`config.mk`:
```
export PLATFORM = sky130hd
export DESIGN_NAME = sine_addr_gen
export DESIGN_NICKNAME = d
export VERILOG_FILES = /design/src/rtl/sine_gen_pkg.sv /design/src/rtl/sine_phase_acc.sv /design/src/rtl/sine_addr_gen.sv
export SDC_FILE = /design/constraint.sdc
export NUM_CORES = 1
export LEC_CHECK = 0
export ABC_CLOCK_PERIOD_IN_PS = 7350
export CELL_PAD_IN_SITES_DETAIL_PLACEMENT = 1
export CELL_PAD_IN_SITES_GLOBAL_PLACEMENT = 2
export CORE_MARGIN = 2
export CORE_UTILIZATION = 38
export CTS_BUF_LIST = sky130_fd_sc_hd__clkbuf_8
export DETAILED_ROUTE_END_ITERATION = 7
export HOLD_SLACK_MARGIN = 0.03
export PLACE_DENSITY_LB_ADDON = 0.1
export SYNTH_ARGS = -nofsm -noshare
export SYNTH_HDL_FRONTEND = slang
export SYNTH_SLANG_ARGS = --single-unit
export TNS_END_PERCENT = 1
```
`constraint.sdc`:
```
create_clock -name clk -period 7.35 [get_ports clk]
set_input_delay 1.47 -clock clk [delete_from_list [all_inputs] [get_ports clk]]
set_output_delay 1.47 -clock clk [all_outputs]
set_load 0.05 [all_outputs]
```
`src/rtl/sine_gen_pkg.sv`:
```
// Shared types and default widths for the sine-wave address generator.
// Imported by sine_phase_acc and sine_addr_gen.
package sine_gen_pkg;

    localparam int ADDRESS_WIDTH_DEF = 8;
    localparam int DATA_WIDTH_DEF    = 8;
    localparam int ACC_WIDTH_DEF     = 16;
    localparam int LEN_WIDTH_DEF     = 16;

    typedef enum logic {
        IDLE = 1'b0,
        RUN  = 1'b1
    } state_t;

endpackage

```
`src/rtl/sine_phase_acc.sv`:
```
// Phase accumulator: register, adder, carry-out and ROM address slice.
// Ports: clk, rst_n, clear, advance, incr in; addr, carry out.
module sine_phase_acc
    import sine_gen_pkg::*;
#(
    parameter int ACC_WIDTH     = ACC_WIDTH_DEF,
    parameter int ADDRESS_WIDTH = ADDRESS_WIDTH_DEF
) (
    input  logic                     clk,
    input  logic                     rst_n,
    input  logic                     clear,
    input  logic                     advance,
    input  logic [ACC_WIDTH-1:0]     incr,
    output logic [ADDRESS_WIDTH-1:0] addr,
    output logic                     carry
);

    logic [ACC_WIDTH-1:0] acc;
    logic [ACC_WIDTH:0]   sum;

    // One extra bit captures the carry that marks an accumulator wrap.
    assign sum   = {1'b0, acc} + {1'b0, incr};
    assign carry = sum[ACC_WIDTH];
    assign addr  = acc[ACC_WIDTH-1 -: ADDRESS_WIDTH];

    always_ff @(posedge clk or negedge rst_n) begin
        if (!rst_n) begin
            acc <= '0;
        end else if (clear) begin
            acc <= '0;
        end else if (advance) begin
            acc <= sum[ACC_WIDTH-1:0];
        end
    end

endmodule

```
`src/rtl/sine_addr_gen.sv`:
```
// Address/phase generator for the sine ROM: FSM, burst counter, phase regs.
// Ports: start/stop/en/incr/burst_len/phase_in/phase_load in; addr, phase,
// addr_valid, wrap, rom_valid, busy, done out.
module sine_addr_gen
    import sine_gen_pkg::*;
#(
    parameter int ADDRESS_WIDTH = ADDRESS_WIDTH_DEF,
    parameter int DATA_WIDTH    = DATA_WIDTH_DEF,
    parameter int ACC_WIDTH     = ACC_WIDTH_DEF,
    parameter int LEN_WIDTH     = LEN_WIDTH_DEF
) (
    input  logic                     clk,
    input  logic                     rst_n,
    input  logic                     start,
    input  logic                     stop,
    input  logic                     en,
    input  logic [ACC_WIDTH-1:0]     incr,
    input  logic [LEN_WIDTH-1:0]     burst_len,
    input  logic [DATA_WIDTH-1:0]    phase_in,
    input  logic                     phase_load,
    output logic [ADDRESS_WIDTH-1:0] addr,
    output logic [DATA_WIDTH-1:0]    phase,
    output logic                     addr_valid,
    output logic                     wrap,
    output logic                     rom_valid,
    output logic                     busy,
    output logic                     done
);

    state_t                state;
    state_t                state_n;
    logic [ACC_WIDTH-1:0]  incr_q;
    logic [LEN_WIDTH-1:0]  len_q;
    logic [LEN_WIDTH-1:0]  cnt;
    logic [DATA_WIDTH-1:0] pend;
    logic                  carry;
    logic                  accept;
    logic                  issue;
    logic                  last;

    assign accept     = (state == IDLE) && start;
    assign busy       = (state == RUN);
    assign addr_valid = busy && en;
    assign wrap       = addr_valid && carry;
    // stop wins over an issue in the same cycle
    assign issue      = addr_valid && !stop;
    assign last       = (len_q != '0) && (cnt == len_q - LEN_WIDTH'(1));

    sine_phase_acc #(
        .ACC_WIDTH     (ACC_WIDTH),
        .ADDRESS_WIDTH (ADDRESS_WIDTH)
    ) u_acc (
        .clk     (clk),
        .rst_n   (rst_n),
        .clear   (accept),
        .advance (issue),
        .incr    (incr_q),
        .addr    (addr),
        .carry   (carry)
    );

    always_comb begin
        state_n = state;
        unique case (state)
            IDLE: if (start) state_n = RUN;
            RUN: begin
                if (stop) begin
                    state_n = IDLE;
                end else if (issue && last) begin
                    state_n = IDLE;
                end
            end
            default: state_n = IDLE;
        endcase
    end

    always_ff @(posedge clk or negedge rst_n) begin
        if (!rst_n) begin
            state     <= IDLE;
            incr_q    <= '0;
            len_q     <= '0;
            cnt       <= '0;
            rom_valid <= 1'b0;
            done      <= 1'b0;
        end else begin
            state     <= state_n;
            rom_valid <= addr_valid;
            done      <= issue && last;
            if (accept) begin
                incr_q <= incr;
                len_q  <= burst_len;
                cnt    <= '0;
            end else if (issue && (cnt != '1)) begin
                // saturates so continuous mode never terminates
                cnt <= cnt + LEN_WIDTH'(1);
            end
        end
    end

    // Phase changes land in IDLE or on a wrap issue, never mid-cycle of
    // the waveform; a load in the applying cycle bypasses the pending reg.
    always_ff @(posedge clk or negedge rst_n) begin
        if (!rst_n) begin
            pend  <= '0;
            phase <= '0;
        end else begin
            if (phase_load) pend <= phase_in;
            if ((state == IDLE) || (issue && carry)) begin
                phase <= phase_load ? phase_in : pend;
            end
        end
    end

endmodule

```
# Yosys cells after proc, flatten, opt, wreduce, memory -nomap -nowiden
# Index checks and enable logic that the tools add are counted.
# word_totals
out_inout_bits,21
regBits,83
wordCells,37
# classes
n_mux,9
reduce_logical,13
eq_ne,2
n_addsub,3
n_bitwise,1
# ops
cell,count
16-bit two-way mux,4
16-bit by 16-bit adder with 17-bit output,1
16-bit by 1-bit adder with 16-bit output (second input constant),1
16-bit equality test,1
16-bit != test (second input constant),1
16-bit nonzero test,1
16-bit by 1-bit subtractor with 16-bit output (second input constant),1
1-bit logical AND,8
8-bit two-way mux,1
2-bit nonzero test,2
1-bit two-way mux,3
1-bit one-hot mux with 2 select lines,1
1-bit logical NOT,1
1-bit logical OR,1
1-bit inverter,1

# Depth between registers and ports, before layout
# logic_depth
word_depth,7
depth_mapped,9

# Cells and area by module
# A second synthesis with hierarchy kept.
# hier_totals
hier_cells,467
area_unflattened_um2,4858.4
# modules_own_cells
mod,n_inst,cells_each,seq_area_each_um2,area_per_inst_um2
sine_addr_gen,1,279,1676.6,3276.9
sine_phase_acc,1,188,400.4,1581.5

# Worst setup path after synthesis
# Ideal clock, no wire load.
# synth_timing
path_type,register to output
startpoint,reg incr_q[0]
endpoint,out wrap
t_required_ns,5.880
slack_ns,3.449
stages_incl_launch_ff,9
arrival_time_ns,2.431
path_cell_list,dfrtp_1 > ha_1 > fa_1 > a211oi_2 > o21a_1 > o22ai_1 > or4b_4 > a21oi_1 > nor2_1
# synth_between
elab_chain_len,2
# synth_rtl
item,line_no,source
start: declaration,sine_addr_gen.sv:32,logic [ACC_WIDTH-1:0] incr_q;
start signal: assignment,sine_addr_gen.sv:90,incr_q <= incr;
16-bit by 16-bit adder with 17-bit output,sine_phase_acc.sv:22,"assign sum = {1'b0, acc} + {1'b0, incr};"
1-bit logical AND,sine_addr_gen.sv:44,assign wrap = addr_valid && carry;
end: declaration,sine_addr_gen.sv:24,"output logic wrap,"
# No other way between the ends.

# Worst setup path in the final report
# Ends and elaborated chain as after synthesis.

==> summary.txt <==
Power
  – Psw: approximately 0.6 mW
  – Net Sw Frac: about two fifths
  – Flop pwr share: a little under 40%
  – Power share of the clock group: a little under a quarter
  – Power per cell area: roughly 270 nW/µm²
  – IR drop worst, VDD: roughly 0.17 mV
  – Leakage: roughly 2.6 nW
  – Comb power frac: 37.5%
  – Int Power: about 0.95 mW

Place
  – Placed cell area: about 5400 µm²
  – Gpl congestion: between 0.8 and 0.9
  – Input/output buffers: 66
  – Detailed Place HPWL: roughly 8.7 mm

Clocking
  – Resized Gates After CTS: 0
  – CTS tree: built
  – Clock sinks: between 80 and 90
  – Post-CTS Setup Repair Bufs: 0
  – CTS H-tree lvls: 3
  – Clock slew seen by the registers of the worst setup and hold paths: about 90 ps
  – CTS max path bufs: 2
  – Post-CTS Hold Fix Bufs: 0
  – Clk root buf: clkbuf_8
  – Inserted Clock Buffers: 9
  – Worst skew pair latency: 380 ps

Floorplanning
  – Die H: 115 µm
  – Die X: 115 µm
  – Starting Density: 39.0%
  – Core region area: 12000 µm²
  – Num rows: 40
  – # IOs: 67
  – Die area: around 13000 µm²

STA
  – Crit share post-route: 68.6%
  – Worst slew margin: between 40% and 50%
  – Worst Tran Pin Value: about 850 ps
  – Clock Skew: approximately 9.8 ps
  – Final worst path period need: roughly 5000 ps
  – Setup TNS: 0 ps
  – RSZ-0062 raised after global routing: no
  – FMAX: 198 MHz
  – Final Hold Vio Count: 0
  – Slew Limit Fails: 0
  – Final setup viols: 0

Detailed routing
  – WL/cell: approximately 17 µm
  – 1st-iter DRT viols: 141
  – Final wirelength: 12.1 mm
  – Vias: roughly 3.8k
  – DRT Pass-1 Iters: 4
  – # DRC: 0
  – Post-DRT Antenna Nets: 0
  – Via density: between 5 and 6

Worst hold path
  – Hold depth: 2
  – Hold WC Path Type: flop to flop
  – Hold EP: incr_q[10]$_DFFE_PN0P_
  – Worst Min Path Start: incr_q[10]$_DFFE_PN0P_

Critical path
  – Critical path required time: approximately 5900 ps
  – Worst Path Arrival: 3570 ps
  – CP Launch Type: flop
  – CP endpoint kind: primary output
  – Worst Path Max Fanout: 3
  – R2R Setup Slk: 4220 ps
  – Worst r2r src: incr_q[0]$_DFFE_PN0P_
  – FF-to-FF End: phase[2]$_DFFE_PN0P_
  – Reg2reg path depth: 8
  – Setup Crit Path Kind: flop to primary output

Cells and area
  – Area delta synth->final: 20.4%
  – Nets: between 600 and 700
  – Design Area, Final: 5650 µm²
  – Layout cells sized above 1: ~8.3%
  – N_diodes: 0

Global route
  – Global route overflow: 0
  – Largest net degree at the start of global routing: between 50 and 60
  – First-pass GRT wire length: ~20 mm
  – Vias in the first global route: a little over 4k
  – Total track usage: around a fifth
  – Initial antenna violation count: 0

Synthesis
  – Post-Syn Area: 4690 µm²
  – Avg Cell Area, Syn: 9.16 µm²
  – Top_reg_cell synth: dfrtp_1
  – Count leader, synth: nand2_1
  – Post-synth top cells: 116 x nand2_1, 83 x dfrtp_1, 34 x nor2_1
  – Synthesized net count: between 500 and 600
  – Post-synth EDFFs: 0
  – Seq/Total Area, Yosys: ~44%
  – Post-Syn Instances: 512
  – Area contributors post-synth: dfrtp_1 44%, nand2_1 9.3%, xor2_1 5.4%
  – Top-area cell type share of the netlist area: 44.3%
  – Synth cell types: just over 50
  – Yosys warns: 0
  – Async set-reset flop share out of synthesis: 100%
  – FF+latch count, synth: 83
  – Area leader, netlist: dfrtp_1

Outcome
  – Outcome: finished clean

Run
  – Total of max-cap violations: 0
[area by class of cell]
class | count | area (µm²)
clock inverter | 3 | 46.3
clock buffer | 12 | 165
inverter | 12 | 45.0
timing repair buffer | 71 | 696
sequential | 83 | 2080
tap | 147 | 184
fill | 1417 | 6360
multi-input combinational | 388 | 2430
[sequential cells by signal, summed over array words and instances (netlist names)]
signal,flops
len_q,16
rom_valid,1
phase,8
done,1
busy,1
cnt,16
u_acc.acc,16
pend,8
incr_q,16
[routing by layer]
metal  wire, µm  vias up  part of all wire [%]  track usage, %
met5          0        -                     0               0
li1           -     1855                     -               -
met2       5230       89                    43            30.4
met3        555       19                   4.6            5.48
met1       6080     1859                    50            27.1
met4        207        0                   1.7            6.18
[power groups by stage]
| stage | clock network (mW) | registers (mW) | logic [mW] |
|---|---|---|---|
| after detailed placement | 0 | 0.610 | 0.579 |
| after global routing | 0.386 | 0.614 | 0.644 |
| final | 0.359 | 0.601 | 0.577 |
| after CTS | 0.371 | 0.602 | 0.583 |
| after global placement | 0 | 0.606 | 0.564 |
| after floorplan | 0 | 0.627 | 0.392 |
[placed cells by master (no fill, tap or decap), types with 16 or more instances in the layout]
master           synthesis  layout
nand3_1                 18      18
xor2_1                  29      29
nand2_1                116     116
ha_1                    19      19
nor2_1                  34      34
dfrtp_1                 83      83
xnor2_1                 16      16
o21ai_0                 23      23
a21oi_1                 18      18
clkdlybuf4s50_1          0      65
mux2_2                  16      16
[critical path, cell delays in order (launching register included)]
cell,delay [ps]
dfrtp_1,390
ha_1,240
fa_1,450
a211oi_2,260
o21a_1,220
o22ai_1,140
or4b_4,570
a21oi_1,160
nor2_1,80
clkdlybuf4s50_1,700
[worst max-delay path by stage]
| stage | start | to | slack (ps) | cells after the start |
|---|---|---|---|---|
| global route | incr_q[0]$_DFFE_PN0P_ | wrap | 2140 | 9 |
| floorplan | incr_q[0]$_DFFE_PN0P_ | wrap | 3450 | 8 |
| CTS | incr_q[0]$_DFFE_PN0P_ | wrap | 2280 | 9 |
| finish | incr_q[0]$_DFFE_PN0P_ | wrap | 2310 | 9 |
| global placement | incr_q[0]$_DFFE_PN0P_ | wrap | 2750 | 9 |
| detailed placement | incr_q[0]$_DFFE_PN0P_ | wrap | 2710 | 9 |
[kinds of logic after synthesis]
logic type                 Yosys count  share of synthesized area (%)
adders and majority gates           20                           5.50
and+or+nand+nor                    219                           21.4
AOI/OAI and AO/OA                   86                           12.2
xor gates and xnor gates            45                           8.41
buffers and inverters               41                           3.95
muxes                               18                           4.27
DFF                                 83                           44.3
[stage by stage]
stage	worst slack, ps	hold slack, ps	util (%)	power, mW	std cells
finish	2310	490	47.0	1.54	716
global route	2140	513	47.0	1.64	716
CTS	2280	496	47.0	1.56	716
detailed placement	2710	476	45.3	1.19	701
global placement	2750	466	45.3	1.17	701
floorplan	3450	450	-	1.02	512
Note: power is estimated with default switching activity, not from simulation.
